[src/rtl/board_iface_pkg.sv]
// Shared constants, switch-word layout and lane helpers for the board input front end.
package board_iface_pkg;

   localparam int unsigned LANE_W = 8;
   localparam int unsigned SW_W   = 10;
   localparam int unsigned LED_W  = 9;

   // Encoding of sw[9].
   typedef enum logic {
      MODE_CTRL = 1'b0,
      MODE_DATA = 1'b1
   } mode_e;

   // Slide-switch word as seen by the load logic.
   typedef struct packed {
      mode_e             mode;
      logic              restart;
      logic [LANE_W-1:0] data;
   } sw_t;

   // Number of byte lanes in a datapath word.
   function automatic int unsigned lanes(input int unsigned data_w);
      return data_w / LANE_W;
   endfunction

   // Width of the lane pointer; a single lane still gets one bit.
   function automatic int unsigned lane_idx_w(input int unsigned nlanes);
      return (nlanes <= 32'd1) ? 32'd1 : int'($clog2(nlanes));
   endfunction

endpackage

[src/rtl/step_input_iface_if.sv]
// Board-side bundle: raw key/switch inputs and the registered datapath-facing results.
interface step_input_iface_if
   import board_iface_pkg::*;
#(
   parameter int unsigned DATA_W = 16,
   parameter int unsigned CTRL_W = 9,
   parameter int unsigned CNT_W  = 16
);
   localparam int unsigned LW = lane_idx_w(lanes(DATA_W));

   logic              key_n;
   logic [SW_W-1:0]   sw;
   logic              step;
   logic              pressed;
   logic [DATA_W-1:0] datapath_in;
   logic [CTRL_W-1:0] ctrl;
   logic [LW-1:0]     lane_idx;
   logic [CNT_W-1:0]  step_cnt;
   logic [LED_W-1:0]  ledr;

   modport master (
      output key_n, sw,
      input  step, pressed, datapath_in, ctrl, lane_idx, step_cnt, ledr
   );

   modport slave (
      input  key_n, sw,
      output step, pressed, datapath_in, ctrl, lane_idx, step_cnt, ledr
   );

endinterface

[src/rtl/key_debounce.sv]
// Push-button synchroniser and debouncer producing a one-cycle press pulse.
module key_debounce #(
   parameter int unsigned DEBOUNCE_CYC = 250000
) (
   input  logic clk,
   input  logic reset,
   input  logic key_n,
   output logic pressed,
   output logic press_pulse
);
   localparam int unsigned  CW       = (DEBOUNCE_CYC <= 32'd2) ? 32'd1 : int'($clog2(DEBOUNCE_CYC));
   localparam logic [CW-1:0] CNT_LAST = CW'(DEBOUNCE_CYC - 32'd1);

   logic          sync1;
   logic          sync2;
   logic          deb_n;
   logic [CW-1:0] cnt;

   // Two-flop synchroniser; idles at released.
   always_ff @(posedge clk) begin
      if (reset) begin
         sync1 <= 1'b1;
         sync2 <= 1'b1;
      end else begin
         sync1 <= key_n;
         sync2 <= sync1;
      end
   end

   // Accept a level change only after it has held for DEBOUNCE_CYC cycles; pulse on press only.
   always_ff @(posedge clk) begin
      if (reset) begin
         deb_n       <= 1'b1;
         cnt         <= '0;
         press_pulse <= 1'b0;
      end else begin
         press_pulse <= 1'b0;
         if (sync2 == deb_n) begin
            cnt <= '0;
         end else if (cnt == CNT_LAST) begin
            deb_n       <= sync2;
            cnt         <= '0;
            press_pulse <= ~sync2;
         end else begin
            cnt <= cnt + 1'b1;
         end
      end
   end

   assign pressed = ~deb_n;

endmodule

[src/rtl/step_input_iface.sv]
// Board input front end: debounced step enable plus lane-wise data and control word loading.
module step_input_iface
   import board_iface_pkg::*;
#(
   parameter int unsigned DATA_W       = 16,
   parameter int unsigned CTRL_W       = 9,
   parameter int unsigned DEBOUNCE_CYC = 250000,
   parameter int unsigned CNT_W        = 16
) (
   input logic               clk,
   input logic               reset,
   step_input_iface_if.slave bus
);
   localparam int unsigned    NLANES       = lanes(DATA_W);
   localparam int unsigned    LW           = lane_idx_w(NLANES);
   localparam logic [LW-1:0] LANE_LAST    = LW'(NLANES - 32'd1);
   localparam logic [LW-1:0] LANE_RESTART = LW'(32'd1 % NLANES);

   sw_t               sw_w;
   logic              step_w;
   logic              pressed_w;
   logic [DATA_W-1:0] data_q;
   logic [CTRL_W-1:0] ctrl_q;
   logic [LW-1:0]     lane_q;
   logic [CNT_W-1:0]  cnt_q;
   logic [LED_W-1:0]  ledr_c;

   assign sw_w = sw_t'(bus.sw);

   key_debounce #(
      .DEBOUNCE_CYC (DEBOUNCE_CYC)
   ) u_deb (
      .clk         (clk),
      .reset       (reset),
      .key_n       (bus.key_n),
      .pressed     (pressed_w),
      .press_pulse (step_w)
   );

   // Load registers update only on the edge that closes a step cycle.
   always_ff @(posedge clk) begin
      if (reset) begin
         data_q <= '0;
         ctrl_q <= '0;
         lane_q <= '0;
         cnt_q  <= '0;
      end else if (step_w) begin
         cnt_q <= cnt_q + 1'b1;
         if (sw_w.mode == MODE_DATA) begin
            if (sw_w.restart) begin
               data_q <= DATA_W'(sw_w.data);
               lane_q <= LANE_RESTART;
            end else begin
               for (int unsigned l = 0; l < NLANES; l++) begin
                  if (lane_q == LW'(l)) begin
                     data_q[l*LANE_W +: LANE_W] <= sw_w.data;
                  end
               end
               lane_q <= (lane_q == LANE_LAST) ? '0 : lane_q + 1'b1;
            end
         end else begin
            ctrl_q <= CTRL_W'(bus.sw);
         end
      end
   end

   // LED view follows the mode switch live.
   always_comb begin
      ledr_c = {1'b0, data_q[LANE_W-1:0]};
      if (sw_w.mode == MODE_DATA) begin
         ledr_c = LED_W'(ctrl_q);
      end
   end

   assign bus.step        = step_w;
   assign bus.pressed     = pressed_w;
   assign bus.datapath_in = data_q;
   assign bus.ctrl        = ctrl_q;
   assign bus.lane_idx    = lane_q;
   assign bus.step_cnt    = cnt_q;
   assign bus.ledr        = ledr_c;

endmodule

[src/flat_wrapper.sv]
// flat-port wrapper written by rule: the top's interface ports become plain ports
module step_input_iface_flat import board_iface_pkg::*;
#(
   parameter int unsigned DATA_W       = 16,
   parameter int unsigned CTRL_W       = 9,
   parameter int unsigned DEBOUNCE_CYC = 250000,
   parameter int unsigned CNT_W        = 16
)
  (clk, reset, bus_key_n, bus_sw, bus_step, bus_pressed, bus_datapath_in, bus_ctrl, bus_lane_idx, bus_step_cnt, bus_ledr);
  step_input_iface_if #(.DATA_W(DATA_W), .CTRL_W(CTRL_W), .CNT_W(CNT_W)) bus_i ();
  input logic clk;
  input logic reset;
  input wire logic [$bits(bus_i.key_n)-1:0] bus_key_n;
  input wire logic [$bits(bus_i.sw)-1:0] bus_sw;
  output wire logic [$bits(bus_i.step)-1:0] bus_step;
  output wire logic [$bits(bus_i.pressed)-1:0] bus_pressed;
  output wire logic [$bits(bus_i.datapath_in)-1:0] bus_datapath_in;
  output wire logic [$bits(bus_i.ctrl)-1:0] bus_ctrl;
  output wire logic [$bits(bus_i.lane_idx)-1:0] bus_lane_idx;
  output wire logic [$bits(bus_i.step_cnt)-1:0] bus_step_cnt;
  output wire logic [$bits(bus_i.ledr)-1:0] bus_ledr;
  assign bus_i.key_n = bus_key_n;
  assign bus_i.sw = bus_sw;
  assign bus_step = bus_i.step;
  assign bus_pressed = bus_i.pressed;
  assign bus_datapath_in = bus_i.datapath_in;
  assign bus_ctrl = bus_i.ctrl;
  assign bus_lane_idx = bus_i.lane_idx;
  assign bus_step_cnt = bus_i.step_cnt;
  assign bus_ledr = bus_i.ledr;
  step_input_iface #(.DATA_W(DATA_W), .CTRL_W(CTRL_W), .DEBOUNCE_CYC(DEBOUNCE_CYC), .CNT_W(CNT_W)) u_core (.clk(clk), .reset(reset), .bus(bus_i));
endmodule
[config.mk]
export PLATFORM = sky130hd
export DESIGN_NAME = step_input_iface_flat
export DESIGN_NICKNAME = d
export VERILOG_FILES = /design/src/rtl/board_iface_pkg.sv /design/src/rtl/step_input_iface_if.sv /design/src/rtl/key_debounce.sv /design/src/rtl/step_input_iface.sv /design/src/flat_wrapper.sv
export SDC_FILE = /design/constraint.sdc
export NUM_CORES = 1
export LEC_CHECK = 0
export ABC_CLOCK_PERIOD_IN_PS = 4690
export CORE_ASPECT_RATIO = 1.75
export CORE_MARGIN = 3
export CORE_UTILIZATION = 52
export DETAILED_ROUTE_END_ITERATION = 7
export HOLD_SLACK_MARGIN = 0.08
export PLACE_DENSITY = 0.95
export SYNTH_ARGS = -nofsm -noshare
export SYNTH_HDL_FRONTEND = slang
export SYNTH_SLANG_ARGS = --single-unit
[constraint.sdc]
create_clock -name clk -period 4.69 [get_ports clk]
set_input_delay 0.938 -clock clk [delete_from_list [all_inputs] [get_ports clk]]
set_output_delay 0.938 -clock clk [all_outputs]
set_load 0.01 [all_outputs]
==> impl_metrics.py <==
metrics = {
    "routing": {
        "drtIter0Drc": 97,
        "drc_errors": 0,
        "vias": 2368,
        "wl_um": 6127,
        "post_drt_wl_per_cell_um": 14.48,
        "via_per_inst": 5.598,
        "drt-pass1-iter-count": 4,
        "ant_nets": 0,
    },
    "critical_path": {
        "cp_top_family": "buffers and inverters",
        "critPathRequiredTime_ns": 3.75,
        "cp_max_fo": 14,
        "critPathCaptureType": "output pin",
        "critical_path.n_buffers_inverters": 2,
        "cp_cell_sequence": "clkdlybuf4s50_1, mux2_2, clkdlybuf4s50_1",
        "path_common_cell": "clkdlybuf4s50_1",
        "slowest_delay_ns": 0.85,
        "path_class": "input pin to output pin",
        "crit_path_start_kind": "input pin",
        "worstPathArrival_ns": 2.66,
        "crit_slowest_cell": "clkdlybuf4s50_1",
    },
    "die": {
        "rows": 33,
        "die_x_um": 60.12,
        "start_util_pct": 55.17,
        "io_pins": 66,
        "die_area_um2": 6054,
        "core_area_um2": 4831,
        "die_y_um": 100.7,
    },
    "synthesis": {
        "netlist_top_cells_count": "dfxtp_1, nor2_1, nand2_1",
        "netlist_area_um2": 2665,
        "synth.most_common_cell": "dfxtp_1",
        "avgSynthCellArea_um2": 8.913,
        "synth_xor_xnor_area_share_pct": 8.216,
        "synth_area_leaders": "dfxtp_1, nor2_1, xnor2_1",
        "synth_warnings": 0,
        "synth_edf_count": 0,
        "ys_ff_latch": 64,
        "synthSimpleGateAreaFrac_pct": 24.04,
        "postSynthCellCount": 299,
        "synthAdderAreaFrac_pct": 0.9390,
        "synth_top_family_by_area": "simple AND/OR/NAND/NOR gates",
        "synth_nets": 314,
        "synth_top_area_share_pct": 48.08,
        "synth_compound_area_share_pct": 8.122,
        "synth_largest_area_cell": "dfxtp_1",
        "ys_seq_area_share_pct": 48.08,
        "synth_mux_area_share_pct": 7.183,
        "async_reset_ff_share_pct": 0,
        "ys_types": 37,
        "ys.flop_type": "dfxtp_1",
    },
    "status": {
        "status": "finished clean",
    },
    "clock_network": {
        "cts_tree": "done",
        "cts-hold-fix-buffers": 0,
        "cts_buffer_depth": 2,
        "clk_latency_ns": 0.35,
        "cts-resized-gates": 0,
        "htreeDepth": 3,
        "cts.clk_slew.worst_paths_ns": 0.07,
        "clock-root-buffer": "clkbuf_8",
        "cts_setup_buffers": 0,
        "cts_sinks": 64,
        "numCtsBuffers": 9,
    },
    "flow_run": {
        "maxCapViolations": 0,
    },
    "global_route": {
        "grt_use_total_pct": 21.90,
        "gr-usage-met3_pct": 4.872,
        "grt-ovfl-total": 0,
        "grt_max_degree": 28,
        "use_met1_pct": 21.64,
        "grt_pass1_wl_um": 10170,
        "busiest_layer": "met2",
        "antenna_found_initial": 0,
        "grt_pass1_vias": 2288,
        "met2_usage_pct": 40.00,
    },
    "sta": {
        "slew_headroom_pct": 21.85,
        "layout_setup_ws_ns": 1.091,
        "finalCritPeriodShare_pct": 76.73,
        "fin_crit_ns": 3.599,
        "rsz0062_at_grt": "false",
        "worst_slew_pin_slew_ns": 1.170,
        "setup_viol": 0,
        "timing.fmax_mhz": 277.9,
        "finalMaxSlewViolations": 0,
        "setup_tns_ns": 0,
        "skew_ns": 0.01205,
        "final_hold_viol_count": 0,
    },
    "placed_design": {
        "dpl_cell_area_um2": 3342,
        "numPortBuffers": 65,
        "place_congestion": 0.8520,
        "pre_cts_slack_ns": 1.100,
        "place_hpwl_um": 4428,
    },
    "cells_and_area": {
        "areaGrowthSynthToFinish_pct": 33.62,
        "antenna_cells": 0,
        "layout-drive-gt1-share_pct": 9.164,
        "n_fill_cell": 323,
        "stdcell_area_um2": 3561,
        "layout.nets": 381,
    },
    "pwr": {
        "p_int_mw": 0.8562,
        "comb_power_share_pct": 2.5,
        "finalPower_mw": 1.086,
        "vdd_drop_max_v": 0.0003092,
        "leakagePower_nw": 1.166,
        "seqPwrFrac_pct": 50.2,
        "p_per_area_nw_per_um2": 305.1,
        "pwr-share-clk_pct": 47.3,
        "power.switching_mw": 0.2301,
        "switching_share_pct": 21.18,
    },
    "worst_hold_path": {
        "hp-class": "register to register",
    },
}
[cell type report]
cell class / instances / area (um^2) / share of cell area (%)
clock inverter: 7 / 95.09 / 2.670
inverter: 12 / 45.04 / 1.265
tap: 52 / 65.06 / 1.827
sequential: 64 / 1281 / 35.98
timing repair buffer: 66 / 658.1 / 18.48
multi-input combinational: 213 / 1292 / 36.30
clock buffer: 9 / 123.9 / 3.479
[placed cells by master, fill, tap and decap left out, drive strengths merged, types with 7 or more instances in the layout]
cell,instances
nand2,29
inv,13
nor2,48
clkdlybuf4s50,65
xnor2,19
mux2i,9
nand4,7
nand3,11
a21oi,17
mux2,9
clkbuf,9
dfxtp,64
nor3,9
a22oi,8
[power by group through the flow]
stage                     logic [mW]  registers, mW  clock network, mW
after global placement        0.0267          0.557                  0
final                         0.0273          0.545              0.514
after global routing          0.0298          0.545              0.543
after detailed placement      0.0269          0.557                  0
after floorplan               0.0117          0.557                  0
after CTS                     0.0274          0.545              0.522
[cells by family after synthesis]
family / count (synthesis)
adder cells (fa/ha/maj): 2
flip-flops: 64
multiplexers: 18
AO/OA/AOI/OAI: 34
AND/OR/NAND/NOR: 134
buffers and inverters: 22
XOR/XNOR: 25
[per-layer routing]
metal | wire [um] | part of all wire, % | up-vias
met5 | 0 | 0 | -
met4 | 201 | 3.3 | 0
met3 | 352 | 5.7 | 22
met2 | 3329 | 54 | 82
met1 | 2244 | 37 | 1097
li1 | - | - | 1167
[metrics by stage]
step                utilization (%)  hold WS, ns  std cells
floorplan                         -       0.3895        299
global placement              69.18       0.4039        407
detailed placement            69.18       0.3981        407
CTS                           73.71       0.4187        423
global route                  73.71       0.4422        423
finish                        73.71       0.4142        423
[worst paths after layout]
path                             from                       to  slack, ns  cells after the start
max                         bus_sw[9]              bus_ledr[0]       1.09                      3
min                u_core.u_deb.sync1       u_core.u_deb.sync2       0.41                      1
max reg2reg  u_core.u_deb.press_pulse  u_core.bus.step_cnt[13]       2.46                      4
min reg2reg        u_core.u_deb.sync1       u_core.u_deb.sync2       0.41                      1
[state kept, by name, summed over array words and instances, names as in the netlist]
signal / count
u_core.bus.lane_idx: 1
u_core.u_deb.cnt: 18
u_core.u_deb.deb_n: 1
u_core.u_deb.sync2: 1
u_core.u_deb.press_pulse: 1
u_core.bus.ctrl: 9
u_core.u_deb.sync1: 1
u_core.bus.step_cnt: 16
u_core.bus.datapath_in: 16
Power figures use the tool's default switching activity.
